===== src/rtl/srl_fifo_pkg.sv =====
// Shared constants and occupancy arithmetic for the 16-deep SRL FIFO.
// Latency: n/a (package).
// Backpressure: n/a (package).
package srl_fifo_pkg;

    localparam int DEPTH  = 16;
    localparam int ADDR_W = 4;
    localparam int CNT_W  = 5;

    // Occupancy after one cycle; a simultaneous push and pop leave it unchanged.
    function automatic logic [CNT_W-1:0] next_count(
        input logic [CNT_W-1:0] cnt,
        input logic             wr_ok,
        input logic             rd_ok
    );
        logic [CNT_W-1:0] res;
        res = cnt;
        if (wr_ok && !rd_ok)
            res = cnt + CNT_W'(1);
        else if (rd_ok && !wr_ok)
            res = cnt - CNT_W'(1);
        return res;
    endfunction

endpackage


===== src/rtl/srl16_slice.sv =====
// One bit-slice of storage: 16-tap shift register with enable and addressable tap.
// Latency: shift on the enabling edge; tap read is combinational.
// Backpressure: none, the caller decides when to shift.
module srl16_slice
    import srl_fifo_pkg::*;
#(
    parameter logic [DEPTH-1:0] INIT = '0
) (
    input  logic              clk_in,
    input  logic              ce,
    input  logic              d,
    input  logic [ADDR_W-1:0] addr,
    output logic              q
);

    // Storage carries no reset so it maps onto SRL primitives.
    logic [DEPTH-1:0] sr = INIT;

    // Shift toward higher taps; newest bit always lands in tap 0.
    always_ff @(posedge clk_in) begin
        if (ce)
            sr <= {sr[DEPTH-2:0], d};
    end

    // Addressable tap, read combinationally.
    always_comb begin
        q = sr[addr];
    end

endmodule


===== src/rtl/srl16_fifo_ctrl.sv =====
// 16-deep first-word-fall-through FIFO on shift-register storage plus occupancy/flags.
// Latency: written word visible on dout right after the accepting edge.
// Backpressure: writes refused while full unless paired with a read; refused requests pulse overflow/underflow.
module srl16_fifo_ctrl
    import srl_fifo_pkg::*;
#(
    parameter int WIDTH    = 8,
    parameter int AF_LEVEL = 12
) (
    input  logic             clk_in,
    input  logic             rst,
    input  logic             wr_en,
    input  logic [WIDTH-1:0] din,
    input  logic             rd_en,
    output logic [WIDTH-1:0] dout,
    output logic             empty,
    output logic             full,
    output logic             almost_full,
    output logic [CNT_W-1:0] count,
    output logic             overflow,
    output logic             underflow
);

    logic              wr_ok;
    logic              rd_ok;
    logic [CNT_W-1:0]  cnt_nxt;
    logic [ADDR_W-1:0] rd_addr;

    // Accept decisions; a write into a full FIFO is fine when a read frees the oldest slot.
    always_comb begin
        wr_ok   = wr_en & (~full | rd_en);
        rd_ok   = rd_en & ~empty;
        cnt_nxt = next_count(count, wr_ok, rd_ok);
        // Oldest entry sits at tap count-1; wraps to 15 when count is 16.
        rd_addr = count[ADDR_W-1:0] - ADDR_W'(1);
    end

    genvar i;
    generate
        for (i = 0; i < WIDTH; i++) begin : g_slice
            srl16_slice u_slice (
                .clk_in (clk_in),
                .ce     (wr_ok),
                .d      (din[i]),
                .addr   (rd_addr),
                .q      (dout[i])
            );
        end
    endgenerate

    // Occupancy, flags derived from the next count so they never lag it, and reject pulses.
    always_ff @(posedge clk_in or posedge rst) begin
        if (rst) begin
            count       <= '0;
            empty       <= 1'b1;
            full        <= 1'b0;
            almost_full <= 1'b0;
            overflow    <= 1'b0;
            underflow   <= 1'b0;
        end else begin
            count       <= cnt_nxt;
            empty       <= (cnt_nxt == '0);
            full        <= (cnt_nxt == CNT_W'(DEPTH));
            almost_full <= (cnt_nxt >= CNT_W'(AF_LEVEL));
            overflow    <= wr_en & ~wr_ok;
            underflow   <= rd_en & ~rd_ok;
        end
    end

endmodule


===== config.mk =====
export PLATFORM = sky130hd
export DESIGN_NAME = srl16_fifo_ctrl
export DESIGN_NICKNAME = d
export VERILOG_FILES = /design/src/rtl/srl_fifo_pkg.sv /design/src/rtl/srl16_slice.sv /design/src/rtl/srl16_fifo_ctrl.sv
export SDC_FILE = /design/constraint.sdc
export NUM_CORES = 1
export LEC_CHECK = 0
export BUFFER_PORTS_ARGS = -buffer_cell sky130_fd_sc_hd__buf_2
export CELL_PAD_IN_SITES_DETAIL_PLACEMENT = 1
export CELL_PAD_IN_SITES_GLOBAL_PLACEMENT = 2
export CORE_MARGIN = 2
export CORE_UTILIZATION = 41
export CTS_CLUSTER_SIZE = 10
export DETAILED_ROUTE_END_ITERATION = 8
export PLACE_DENSITY_LB_ADDON = 0.1
export SYNTH_ARGS = -nofsm -noshare
export SYNTH_HDL_FRONTEND = slang
export SYNTH_SLANG_ARGS = --single-unit

===== constraint.sdc =====
create_clock -name clk_in -period 4 [get_ports clk_in]
set_input_delay 0.2 -clock clk_in [delete_from_list [all_inputs] [get_ports clk_in]]
set_output_delay 0.2 -clock clk_in [all_outputs]
set_load 0.005 [all_outputs]

Word level (Yosys, flattened, before mapping)
Index checks and enable logic that the tools add are counted.
{ "word_totals": {"latch_bits": 0, "in_bits": 12, "ramBits": 0, "rom_bits": 0, "register_bits": 138, "memories": 0, "word_cells": 52} }
{ "classes": {"eq_ne": 1, "mux": 18, "n_reduce_logical": 5, "n_mul": 0, "div_mod_pow": 0, "bitwise": 9, "add_sub_neg": 3, "shift": 0, "order_cmp": 2} }
{ "op_table": {"columns": ["operator", "count"], "rows": [
  ["1-bit binary-select mux with 4-bit select", 8],
  ["5-bit two-way mux", 2],
  ["1-bit two-way mux", 8],
  ["5-bit by 1-bit adder with 5-bit output (second input constant)", 1],
  ["5-bit equality test (second input constant)", 1],
  ["5-bit by 4-bit >= comparator with 1-bit output (second input constant)", 1],
  ["5-bit logical NOT", 1],
  ["4-bit by 5-bit < comparator with 1-bit output (second input constant)", 1],
  ["5-bit by 1-bit subtractor with 5-bit output (second input constant)", 1],
  ["1-bit AND", 4],
  ["1-bit inverter", 4],
  ["4-bit by 1-bit subtractor with 4-bit output (second input constant)", 1],
  ["1-bit logical AND", 2],
  ["1-bit logical NOT", 2],
  ["1-bit OR", 1]
]} }

Longest topological paths before layout
Gate-level depths: netlist of run 1.
{ "logic_depth": {"word_depth": 8, "depth_mapped": 11, "mapped_depth_nobuf": 7} }

Cells and area by module
Synthesis of run 1 repeated with hierarchy kept, for this count alone.
{ "hier_totals": {"hier_cells": 237, "hier_area_um2": 5457.7} }
{ "by_module_without_submodules": {"columns": ["mod", "instances", "area_each_um2", "cells_per_inst"], "rows": [
  ["srl16_slice", 8, 615.6, 23],
  ["srl16_fifo_ctrl", 1, 533.0, 53]
]} }

Least setup slack after synthesis of run 1
Ideal clock, no wire load.
{ "synth_timing": {"kind": "reg2reg", "start": "register full", "end": "register g_slice[0].u_slice.sr[0], enable pin", "path_slack_ns": 0.018, "setup_time_ns": 0.502, "stages_incl_launch_ff": 3, "n_path_buf": 0, "period_less_slack_ns": 3.982, "arrival_ns": 3.479, "cell_sequence": "dfrtp_1 > nand2b_1 > and2_1"} }
{ "synth_between": {"elab_chain_len": 3} }
{ "synth_rtl": {"columns": ["element", "line", "source"], "rows": [
  ["from (decl)", "srl16_fifo_ctrl.sv:17", "output logic full,"],
  ["from (signal assigned)", "srl16_fifo_ctrl.sv:63", "full <= (cnt_nxt == CNT_W'(DEPTH));"],
  ["1-bit inverter", "srl16_fifo_ctrl.sv:31", "wr_ok = wr_en & (~full | rd_en);"],
  ["1-bit OR", "srl16_fifo_ctrl.sv:31", null],
  ["1-bit AND", "srl16_fifo_ctrl.sv:31", null],
  ["named net g_slice[0].u_slice.ce", "srl16_slice.sv:10", "input logic ce,"],
  ["to (signal assigned)", "srl16_slice.sv:22", "sr <= {sr[DEPTH-2:0], d};"],
  ["to (decl)", "srl16_slice.sv:17", "logic [DEPTH-1:0] sr = INIT;"]
]} }
The timed path passes the listed nets, and every way through them passes these cells.
A chain may end at the register's enable or synchronous reset.

Worst setup path in the final report of run 1
{ "layout_timing": {"start": "register count[1]", "end": "output port dout[5]"} }
{ "layout_between": {"elab_chain_len": 3} }
{ "layout_rtl": {"columns": ["element", "line", "source"], "rows": [
  ["from (decl)", "srl16_fifo_ctrl.sv:19", "output logic [CNT_W-1:0] count,"],
  ["from (signal assigned)", "srl16_fifo_ctrl.sv:61", "count <= cnt_nxt;"],
  ["4-bit by 1-bit subtractor with 4-bit output", "srl16_fifo_ctrl.sv:35", "rd_addr = count[ADDR_W-1:0] - ADDR_W'(1);"],
  ["1-bit binary-select mux with 4-bit select", "srl16_slice.sv:27", "q = sr[addr];"],
  ["1-bit two-way mux (not written as such)", "srl16_slice.sv:27", null],
  ["to (decl)", "srl16_fifo_ctrl.sv:15", "output logic [WIDTH-1:0] dout,"]
]} }
No other way between the ends. The select of a mux whose other input is x is not followed.

==> results.tsv, run 1 <==
stage	metric	value	unit
outcome	status	completed	
yosys	register bit total from synthesis	138	
yosys	count leader, synth	edfxtp_1	
cells_and_area	area grow syn2layout	15.08	%
yosys	synth top area cells	edfxtp_1 68%, mux4_2 6.3%, dfrtp_1 4.0%	
yosys	most instantiated cells after synthesis	128 x edfxtp_1, 58 x nand2_1, 16 x mux2i_1, 16 x mux4_2, 16 x nand3_1	
sta	fmax	311.8	MHz
setup_path	flop2flop setup slack	1.60	ns
drt	post-route ant nets	0	
sta	Tmin final	3.207	ns
floorplan	CORE AREA	13400	um^2
power_and_ir_drop	pwr/cell area	852.4	nW/um^2
clocking	clock latency on the worst-skew pair	0.40	ns
clocking	CTS tree	yes	
power_and_ir_drop	clock network power share	26.1	%
sta	skew final	0.005320	ns
min_path	Hold Crit Class	in -> reg	
sta	period utilization	80.17	%
cells_and_area	Layout Nets	388	
drt	final WL	10770	um
grt	largest net degree at the start of global routing	70	
grt	Total GRT Usage	15.99	%
placed_design	# port buffers	29	
yosys	Main synth FF type	edfxtp_1	
drt	drt wl/cell	19.17	um
grt	initial antenna violation count	0	
setup_path	Setup crit end	dout[5]	
clocking	clock sink count	138	
cells_and_area	area of the multi-input gates	1360	um^2
sta	Slew @ Worst Pin	0.9367	ns
power_and_ir_drop	Net Sw Power	1.939	mW
power_and_ir_drop	power share of the combinational group	38.7	%
clocking	H-tree Lvls	4	
yosys	area leader, netlist	edfxtp_1	
drt	DR vias	2917	
yosys	Mean Syn Cell Area	16.89	um^2
sta	RSZ-0062 raised after global routing	no	
floorplan	Initial Util	42.36	%
power_and_ir_drop	Cell Int Power	3.629	mW
setup_path	Crit path max-delay family	simple AND/OR/NAND/NOR gates	
yosys	Post-Synth Adder-Cell Area	0.4408	%
yosys	mux cell area share after synthesis	9.169	%
setup_path	CP required	3.80	ns
power_and_ir_drop	Worst IR Drop VDD	663.9	uV
setup_path	Crit path buffers/inverters	2	
yosys	number of synthesized flops with an enable pin	128	
floorplan	IO Count	30	
yosys	ys async rst share	7.246	%
yosys	Synth Area in Compound Gates	4.122	%
yosys	Mapped Area	5677	um^2
drt	DRC violations left	0	
cells_and_area	Reg area	4095	um^2
setup_path	Worst Path Max Fanout	12	
setup_path	worst flop-to-flop path endpoint	full	
setup_path	critical path endpoint category	primary output	
cells_and_area	fraction of layout cells with a size suffix above 1	22.80	%
clocking	CTS Hold Bufs	9	
setup_path	RR Startpoint	count[1]	
yosys	cell count after synthesis	336	
setup_path	worst setup path class	reg -> out	
setup_path	slowest stage delay, CP	0.74	ns
yosys	XOR/XNOR Fraction of Synth Area	1.697	%
power_and_ir_drop	total power draw	5.568	mW
floorplan	die width	121.7	um
placed_design	HPWL after DPL	6586	um
drt	post-DR vias/cell	5.190	
floorplan	Row Count	42	
sta	final setup vio count	0	
flow_run	Max-Cap Viols	0	
sta	relative slew slack	37.55	%
power_and_ir_drop	P_leak	2.382	nW
grt	Congestion Overflow GR	0	
setup_path	crit-path cells	inv_1 > ha_1 > nor2_1 > a221oi_1 > a32o_1 > buf_2	
setup_path	Critical path origin	count[1]	
setup_path	reg2reg path depth	8	
clocking	CTS Buf Count	17	
power_and_ir_drop	Net Sw Frac	34.83	%
clocking	root buffer cell	clkbuf_16	
drt	met2 wire len	4809	um
yosys	simple-gate share of the synthesized area	8.354	%
cells_and_area	antenna cells	0	
clocking	clock slew seen by the registers of the worst setup and hold paths	0.06	ns
setup_path	Stages on worst setup path	6	
setup_path	slowest CP cell	nor2_1	
clocking	CTS Buffer Depth	2	
drt	metal1 wirelength	5582	um
drt	Max Used Layer	met4	
floorplan	DIE HEIGHT	121.7	um
yosys	sequential area share after synthesis	72.14	%
yosys	share of the synthesized area in the top cell type	67.71	%
clocking	postcts setup bufs	0	
setup_path	endpoint arrival time on the critical path	3.01	ns
cells_and_area	fill cell count	1301	
drt	drt pass-1 iters	5	
floorplan	die area	14800	um^2
yosys	post-synth cell types	40	
placed_design	GP Congestion	0.7013	
sta	Max Slew Vio Count	0	
clocking	post-CTS sizing	0	
grt	vias in the first global route	3093	
yosys	largest family of logic cells by synthesized area	multiplexers	
setup_path	Startpoint Class	register	
sta	Setup TNS	0	ns
drt	initial DRC count	252	
yosys	syn nets	350	
yosys	Syn. warnings	0	
drt	WL met3	270	um
grt	global-route wire length before repair	17320	um
sta	final hold violations	0	
power_and_ir_drop	Flop pwr share	35.2	%
==> worst reg2reg max path: stages (launching register included) <==
cell	delay, ns
dfrtp_1	0.55
inv_1	0.09
ha_1	0.59
buf_4	0.32
nor2b_1	0.07
a32o_1	0.26
a22oi_1	0.17
or2_1	0.17
nor3b_2	0.05
==> metrics by stage <==
step	setup slack, ns	instances	utilization, %	area [um^2]	hold slack (ns)
floorplan	0.01842	336	-	5677	0.03946
global placement	1.313	522	44.03	5901	0.2010
detailed placement	1.190	522	44.03	5901	0.2024
CTS	0.6995	562	48.75	6533	0.06546
global route	0.6398	562	48.75	6533	0.09024
finish	0.7930	562	48.75	6533	0.09431
==> sequential cells by signal, indices dropped and copies added (netlist names) <==
| register | count |
|---|---|
| underflow | 1 |
| overflow | 1 |
| almost_full | 1 |
| full | 1 |
| count | 5 |
| g_slice.u_slice.sr | 128 |
| empty | 1 |
==> cell usage in the layout (no fill, tap or decap), types with 2 or more instances in the layout <==
cell / instances
a32o_1: 9
dlygate4sd3_1: 9
buf_4: 6
clkbuf_16: 17
edfxtp_1: 128
nor3b_2: 2
mux2i_1: 16
buf_2: 29
clkbuf_1: 3
dfrtp_1: 9
nor2b_1: 2
nor3b_1: 2
nand2_1: 58
xnor2_1: 5
clkinv_2: 5
nand3_1: 16
a221oi_1: 8
clkinv_1: 3
ha_1: 2
bufinv_16: 2
mux4_2: 16
a21oi_1: 4
nor2_1: 7
inv_1: 4
and2_1: 3
nand2b_1: 2
==> area by class of cell <==
class,count,area share [%]
tap,176,3.371
clock buffer,20,6.685
sequential,138,62.69
clock inverter,11,1.609
timing repair buffer,45,4.597
multi-input combinational,168,20.82
inverter,4,0.2298
==> cell families after synthesis <==
group | Yosys count
buffers and inverters | 30
AOI/OAI and AO/OA | 27
xor gates and xnor gates | 8
DFF | 138
and+or+nand+nor | 99
adders and majority gates | 2
muxes | 32
==> power by group through the flow <==
stage               Clock, mW  Sequential (mW)  Combinational, mW
global placement            0             1.98               2.16
global route             1.55             1.99               2.38
finish                   1.45             1.96               2.16
CTS                      1.49             1.96               2.21
detailed placement          0             1.99               2.18
floorplan                   0             1.94               1.82
==> how the worst min path moves through the flow <==
| stage | from | end | slack (ns) | cells past startpoint |
|---|---|---|---|---|
| after floorplan | rst | almost_full | 0.04 | 1 |
| after global placement | rst | overflow | 0.20 | 2 |
| after detailed placement | rst | overflow | 0.20 | 2 |
| after CTS | rd_en | overflow | 0.07 | 2 |
| after global routing | rd_en | overflow | 0.09 | 2 |
| final | rd_en | overflow | 0.09 | 2 |
==> routing by layer <==
layer  vias up  GRT usage [%]
met2        41          21.88
met5         -              0
met3         9          4.541
met4         0          5.172
met1      1502          24.58
li1       1365              -
No activity file was read; power rests on OpenSTA's default activity.
==> inputs of run 2 (changes only) <==
--- a/config.mk
+++ b/config.mk
@@ -9,7 +9,7 @@
 export CELL_PAD_IN_SITES_DETAIL_PLACEMENT = 1
 export CELL_PAD_IN_SITES_GLOBAL_PLACEMENT = 2
 export CORE_MARGIN = 2
-export CORE_UTILIZATION = 41
+export CORE_UTILIZATION = 45
 export CTS_CLUSTER_SIZE = 10
 export DETAILED_ROUTE_END_ITERATION = 8
 export PLACE_DENSITY_LB_ADDON = 0.1
==> constraint.sdc (replaced) <==
create_clock -name clk_in -period 3 [get_ports clk_in]
set_input_delay 0.15 -clock clk_in [delete_from_list [all_inputs] [get_ports clk_in]]
set_output_delay 0.15 -clock clk_in [all_outputs]
set_load 0.005 [all_outputs]
==> run 2 against run 1 <==
  * Design area increased by 1.7%
  * Power increased by 37%
  * Hold slack improved by 0.0021 ns
  * Sequential power increased by 32%
  * Clock-buffer cell count decreased by 1
  * Global-route usage increased by 2.0 points
  * Clock power increased by 42%
  * Non-clock buffer count increased by 5
  * Via count increased by 2.7%
  * Sequential share of layout area decreased by 1.0 points
  * Critical path type unchanged
  * Critical endpoint is now dout[6]
  * Largest power group unchanged
==> results.tsv, run 2 (synthesis gave the netlist of run 1 again) <==
stage	metric	value	unit	change
clocking	CTS Buffer Depth	2		unchanged
sta	fmax	362.9	MHz	
power_and_ir_drop	P_leak	2.422	nW	was 2.382 nW
power_and_ir_drop	clock network power share	27.0	%	was 26.1%
drt	initial DRC count	250		was 252
cells_and_area	area of the multi-input gates	1371	um^2	was 1360 um^2
min_path	Hold Crit Class	in -> reg		unchanged
grt	Congestion Overflow GR	0		unchanged
cells_and_area	Largest register FFs	128		unchanged
cells_and_area	Finished Layout Cells	563		was 562
cells_and_area	leading cell types in the layout, fill and taps excluded	128 x edfxtp_1, 58 x nand2_1, 29 x buf_2		unchanged
cells_and_area	Reg area	4095	um^2	unchanged
cells_and_area	fill cell count	1167		was 1301
placed_design	HPWL after DPL	6681	um	was 6586 um
power_and_ir_drop	Net Sw Power	2.638	mW	was 1.939 mW
placed_design	dpl cells	522		unchanged
sta	relative slew slack	44.38	%	was 37.55%
setup_path	crit-path cells	inv_1 > ha_1 > buf_4 > xor2_4 > buf_12 > mux2i_1 > a221oi_1 > a32o_1 > buf_2		was inv_1 > ha_1 > nor2_1 > a221oi_1 > a32o_1 > buf_2
power_and_ir_drop	Net Sw Frac	34.46	%	was 34.83%
power_and_ir_drop	Cell Int Power	5.017	mW	was 3.629 mW
grt	Total GRT Usage	18.01	%	was 15.99%
clocking	CTS Buf Count	17		unchanged
cells_and_area	top flop regs	g_slice.u_slice.sr x128, count x5		unchanged
setup_path	Worst Path Max Fanout	40		was 12
drt	DRC violations left	0		unchanged
sta	RSZ-0062 raised after global routing	no		unchanged
cells_and_area	antenna cells	0		unchanged
setup_path	critical path endpoint category	primary output		unchanged
setup_path	endpoint arrival time on the critical path	2.61	ns	was 3.01 ns
drt	DR vias	2996		was 2917
power_and_ir_drop	Worst IR Drop VDD	435.6	uV	was 663.9 uV
clocking	clock slew seen by the registers of the worst setup and hold paths	0.05	ns	was 0.06 ns
sta	Max Slew Vio Count	0		unchanged
sta	Tmin final	2.755	ns	
cells_and_area	Biggest register	g_slice.u_slice.sr		unchanged
setup_path	slowest stage delay, CP	0.38	ns	was 0.74 ns
floorplan	die area	13530	um^2	was 14800 um^2
drt	drt wl/cell	19.11	um	was 19.17 um
cells_and_area	fraction of layout cells with a size suffix above 1	24.04	%	was 22.80%
sta	period utilization	91.85	%	
clocking	CTS tree	yes		unchanged
power_and_ir_drop	power share of the combinational group	39.1	%	was 38.7%
sta	final setup vio count	0		unchanged
clocking	clock latency on the worst-skew pair	0.42	ns	was 0.40 ns
sta	Setup TNS	0	ns	unchanged
setup_path	worst setup path class	reg -> out		unchanged
sta	final hold violations	0		unchanged
power_and_ir_drop	pwr/cell area	1152	nW/um^2	was 852.4 nW/um^2
setup_path	Startpoint Class	register		unchanged
placed_design	GP Congestion	0.7434		was 0.7013
power_and_ir_drop	Flop pwr share	33.9	%	was 35.2%
floorplan	Initial Util	45.54	%	was 42.36%
min_path	Hold Path Depth	3		was 2
setup_path	flop2flop setup slack	0.89	ns	was 1.60 ns
grt	vias in the first global route	3081		was 3093
cells_and_area	Layout Nets	393		was 388
drt	post-route ant nets	0		unchanged
cells_and_area	area grow syn2layout	17.02	%	was 15.08%
clocking	root buffer cell	clkbuf_16		unchanged
clocking	clock sink count	138		unchanged
setup_path	reg2reg path depth	7		was 8
floorplan	Row Count	41		was 42
grt	initial antenna violation count	0		unchanged
cells_and_area	commonest non-fill, non-tap cell in the layout	edfxtp_1		unchanged
sta	Slew @ Worst Pin	0.8337	ns	was 0.9367 ns
setup_path	CP required	2.85	ns	was 3.80 ns
floorplan	CORE AREA	12470	um^2	was 13400 um^2
grt	largest net degree at the start of global routing	46		was 70
outcome	status	completed		unchanged
placed_design	# port buffers	29		unchanged
floorplan	DIE HEIGHT	116.3	um	was 121.7 um
flow_run	Max-Cap Viols	0		unchanged
grt	global-route wire length before repair	17470	um	was 17320 um
floorplan	die width	116.3	um	was 121.7 um
power_and_ir_drop	total power draw	7.655	mW	was 5.568 mW
drt	drt pass-1 iters	4		was 5
clocking	postcts setup bufs	0		unchanged
setup_path	slowest CP cell	dfrtp_1		was nor2_1
clocking	H-tree Lvls	4		unchanged
drt	final WL	10760	um	was 10770 um
floorplan	IO Count	30		unchanged
sta	skew final	0.008773	ns	was 0.005320 ns
drt	post-DR vias/cell	5.321		was 5.190
run 2: changes by cell type in the layout (fill, tap and decap cells not counted), moves of 2 or more:
cell,change
clkinv_2,-3
clkinvlp_4,+3
buf_12,+2
buf_4,+2
inv_6,+2
run 2: layout make-up:
| cell class | instances | share of cell area, % |
|---|---|---|
| inverters | 4 | 0.2260 |
| clock inverters | 12 | 2.223 |
| repair buffers | 50 | 5.500 |
| well taps | 172 | 3.240 |
| multi-input cells | 168 | 20.64 |
| flip-flops and latches | 138 | 61.65 |
| clock buffers | 19 | 6.517 |
run 2: worst paths after layout:
check / startpoint / end
max reg2reg: count[0] / full
min: wr_en / overflow
max: count[1] / dout[6]
max in group asynchronous: rst / empty
min in group asynchronous: rst / count[3]
min reg2reg: g_slice[3].u_slice.sr[11] / g_slice[3].u_slice.sr[12]
run 2: repair_timing:
| item | 4_1_cts | 5_1_grt |
|---|---|---|
| resized for setup | 0 | 1 |
| endpoints found under the setup margin | 0 | 3 |
| hold buffers | 10 | 0 |
| hold endpoints to repair | 18 | 0 |
run 2: worst max-delay path: cells and delay by family (launching register included):
family | cells | cell delay (ns)
buf+inv | 4 | 0.67
fa+ha+maj | 1 | 0.26
flops | 1 | 0.38
compound gates | 2 | 0.42
mux | 1 | 0.27
xor+xnor | 1 | 0.17
run 2: per-stage QoR:
step	cell area, um^2	utilization [%]	setup slack (ns)	hold WS (ns)
6_report	6643	53.29	0.2446	0.09639
3_5_place_dp	5951	47.74	0.5561	0.1666
3_3_place_gp	5951	47.74	0.5989	0.1514
5_1_grt	6643	53.29	0.06102	0.1138
2_1_floorplan	5678	-	0.4454	-0.01054
4_1_cts	6631	53.20	0.09505	0.06095
run 2: per-layer routing:
layer	share of wire, %	up-vias	track usage, %	wire length, um
met4	1.5	0	7.857	159
met1	50	1546	27.49	5357
li1	-	1373	-	-
met3	4.4	11	4.982	477
met2	44	66	24.15	4766
met5	0	-	0	0
run 2: power by group through the flow:
stage | logic [mW] | clock network, mW | registers, mW
finish | 3.00 | 2.06 | 2.59
global route | 3.31 | 2.19 | 2.63
CTS | 3.04 | 2.12 | 2.59
detailed placement | 3.01 | 0 | 2.63
global placement | 2.98 | 0 | 2.62
floorplan | 2.43 | 0 | 2.57
==> inputs of run 3 (changes only) <==
--- a/config.mk
+++ b/config.mk
@@ -13,6 +13,7 @@
 export CTS_CLUSTER_SIZE = 10
 export DETAILED_ROUTE_END_ITERATION = 8
 export PLACE_DENSITY_LB_ADDON = 0.1
+export SETUP_SLACK_MARGIN = 0.3
 export SYNTH_ARGS = -nofsm -noshare
 export SYNTH_HDL_FRONTEND = slang
 export SYNTH_SLANG_ARGS = --single-unit
==> run 3 against run 2 <==
  * Wire length increased by 5.5%
  * Final cell count is 0.89% higher
  * Global-route usage grew 0.85 points
  * Non-clock buffer count up 5
  * Via count up 1.6%
  * Clock skew decreased by 0.0019 ns
  * Sequential power hardly changed
  * Register-to-register slack is essentially flat
  * Power rose by 5.9%
  * Die area is the same
  * Flip-flop and latch count stayed put
  * Largest cell class unchanged
  * Largest power group unchanged
==> results.tsv, run 3 (synthesis gave the netlist of run 1 again) <==
stage	metric	value	unit	change
power_and_ir_drop	Worst IR Drop VDD	507.8	uV	was 435.6 uV
power_and_ir_drop	Flop pwr share	32.1	%	was 33.9%
placed_design	HPWL after DPL	6681	um	unchanged
placed_design	DP Area	5951	um^2	unchanged
floorplan	IO Count	30		unchanged
cells_and_area	Layout Nets	398		was 393
setup_path	reg2reg path depth	7		unchanged
sta	fmax	386.1	MHz	was 362.9 MHz
setup_path	flop2flop setup slack	0.89	ns	about the same
clocking	clock latency on the worst-skew pair	0.42	ns	about the same
min_path	Hold Path Depth	3		unchanged
grt	GRT Max-Usage Layer	met1		unchanged
power_and_ir_drop	power share of the combinational group	42.3	%	was 39.1%
power_and_ir_drop	Net Sw Frac	34.66	%	was 34.46%
floorplan	die area	13530	um^2	unchanged
drt	DR vias	3045		was 2996
cells_and_area	area of the multi-input gates	1406	um^2	was 1371 um^2
clocking	root buffer cell	clkbuf_16		unchanged
drt	initial DRC count	227		was 250
floorplan	DIE HEIGHT	116.3	um	unchanged
clocking	CTS tree	yes		unchanged
sta	final setup vio count	0		unchanged
sta	relative slew slack	55.45	%	was 44.38%
cells_and_area	Largest register FFs	128		unchanged
sta	Slew @ Worst Pin	0.6682	ns	was 0.8337 ns
setup_path	Worst Path Max Fanout	10		was 40
grt	M3 GR Usage	5.449	%	was 4.982%
cells_and_area	leading cell types in the layout, fill and taps excluded	128 x edfxtp_1, 58 x nand2_1, 29 x buf_2		unchanged
setup_path	worst setup path class	reg -> out		unchanged
cells_and_area	Biggest register	g_slice.u_slice.sr		unchanged
power_and_ir_drop	pwr/cell area	1198	nW/um^2	was 1152 nW/um^2
power_and_ir_drop	Net Sw Power	2.810	mW	was 2.638 mW
clocking	H-tree Lvls	4		unchanged
setup_path	CP required	2.85	ns	about the same
placed_design	GP Congestion	0.7434		unchanged
power_and_ir_drop	clock network power share	25.6	%	was 27.0%
sta	RSZ-0062 raised after global routing	yes		was no
cells_and_area	fraction of layout cells with a size suffix above 1	27.02	%	was 24.04%
sta	Tmin final	2.590	ns	was 2.755 ns
floorplan	Row Count	41		unchanged
sta	Max Slew Vio Count	0		unchanged
setup_path	critical path endpoint category	primary output		unchanged
clocking	clock sink count	138		unchanged
drt	drt pass-1 iters	4		unchanged
drt	final WL	11360	um	was 10760 um
grt	initial antenna violation count	0		unchanged
sta	skew final	0.006831	ns	was 0.008773 ns
grt	largest net degree at the start of global routing	46		unchanged
grt	met2 usage in global routing	26.28	%	was 24.15%
setup_path	endpoint arrival time on the critical path	2.44	ns	was 2.61 ns
power_and_ir_drop	Cell Int Power	5.297	mW	was 5.017 mW
grt	Total GRT Usage	18.85	%	was 18.01%
setup_path	Critical path origin	count[0]		was count[1]
clocking	clock slew seen by the registers of the worst setup and hold paths	0.06	ns	was 0.05 ns
outcome	status	completed		unchanged
setup_path	RR Startpoint	count[0]		unchanged
cells_and_area	fill cell count	1155		was 1167
cells_and_area	area grow syn2layout	19.22	%	was 17.02%
cells_and_area	antenna cells	0		unchanged
min_path	Hold Crit Class	in -> reg		unchanged
drt	post-route ant nets	0		unchanged
drt	drt wl/cell	19.99	um	was 19.11 um
flow_run	Max-Cap Viols	0		unchanged
sta	Setup TNS	0	ns	unchanged
cells_and_area	commonest non-fill, non-tap cell in the layout	edfxtp_1		unchanged
floorplan	die width	116.3	um	unchanged
placed_design	# port buffers	29		unchanged
grt	grt met1 use	28.02	%	was 27.49%
floorplan	CORE AREA	12470	um^2	unchanged
drt	post-DR vias/cell	5.361		was 5.321
cells_and_area	Finished Layout Cells	568		was 563
clocking	CTS Buf Count	17		unchanged
drt	DRC violations left	0		unchanged
clocking	CTS Buffer Depth	2		unchanged
placed_design	dpl cells	522		unchanged
grt	global-route wire length before repair	18070	um	was 17470 um
grt	Congestion Overflow GR	0		unchanged
setup_path	Startpoint Class	register		unchanged
grt	vias in the first global route	3143		was 3081
floorplan	Initial Util	45.54	%	unchanged
cells_and_area	Reg area	4095	um^2	unchanged
power_and_ir_drop	P_leak	2.470	nW	was 2.422 nW
cells_and_area	final core occ	54.29	%	was 53.29%
sta	period utilization	86.33	%	was 91.85%
cells_and_area	final instance area	6768	um^2	was 6643 um^2
sta	final hold violations	0		unchanged
cells_and_area	top flop regs	g_slice.u_slice.sr x128, count x5		unchanged
min_path	hold_sp	wr_en		unchanged
run 3: changes by cell type in the layout (fill, tap and decap cells not counted), moves of 2 or more:
cell / delta
inv_2: +2
buf_16: +2
nor2_2: +2
inv_1: -2
buf_4: +2
nor2_1: -2
run 3: final cells by class:
cell class,instances,share of cell area [%]
Clock buffer,19,6.397
Clock inverter,12,2.182
Inverter,4,0.2219
Multi-Input combinational cell,168,20.78
Sequential cell,138,60.51
Tap cell,172,3.180
Timing Repair Buffer,55,6.730
run 3: path summary, 6_finish.rpt:
path / endpoint
min reg2reg: g_slice[3].u_slice.sr[12]
max: dout[0]
min: overflow
max in group asynchronous: empty
min in group asynchronous: count[0]
max reg2reg: full
run 3: worst max-delay path: stages, from the launching register on:
cell,delay (ns)
dfrtp_1,0.38
inv_2,0.09
ha_4,0.17
buf_4,0.15
xor2_4,0.21
buf_12,0.14
buf_16,0.14
mux2i_2,0.22
a221oi_1,0.10
a32o_1,0.30
buf_2,0.12
run 3: per-layer routing:
layer | share of wire [%] | wire length [um]
met5 | 0 | 0
met4 | 0.97 | 110
met3 | 4.2 | 477
met2 | 46 | 5218
met1 | 49 | 5549
run 3: power by group through the flow:
stage	Clock [mW]	Sequential, mW	Combinational, mW
6_report	2.07	2.60	3.43
5_1_grt	2.19	2.64	3.74
4_1_cts	2.12	2.60	3.47
3_5_place_dp	0	2.63	3.01
3_3_place_gp	0	2.62	2.98
2_1_floorplan	0	2.57	2.43
run 3: timing repair:
| action | in CTS | in global routing |
|---|---|---|
| setup buffers | 2 | 1 |
| pin swaps | 0 | 4 |
| endpoints found under the hold margin | 18 | 0 |
| hold buffers | 10 | 0 |
| resized for setup | 7 | 6 |
| gates cloned | 2 | 0 |
| setup endpoints to repair | 8 | 8 |
run 3: stage by stage:
step	power (mW)	hold slack [ns]	setup WS, ns
finish	8.107	0.09053	0.4100
global route	8.571	0.1115	0.2850
CTS	8.196	0.06095	0.3332
detailed placement	5.641	0.1666	0.5561
global placement	5.592	0.1514	0.5989
floorplan	5.001	-0.01054	0.4454
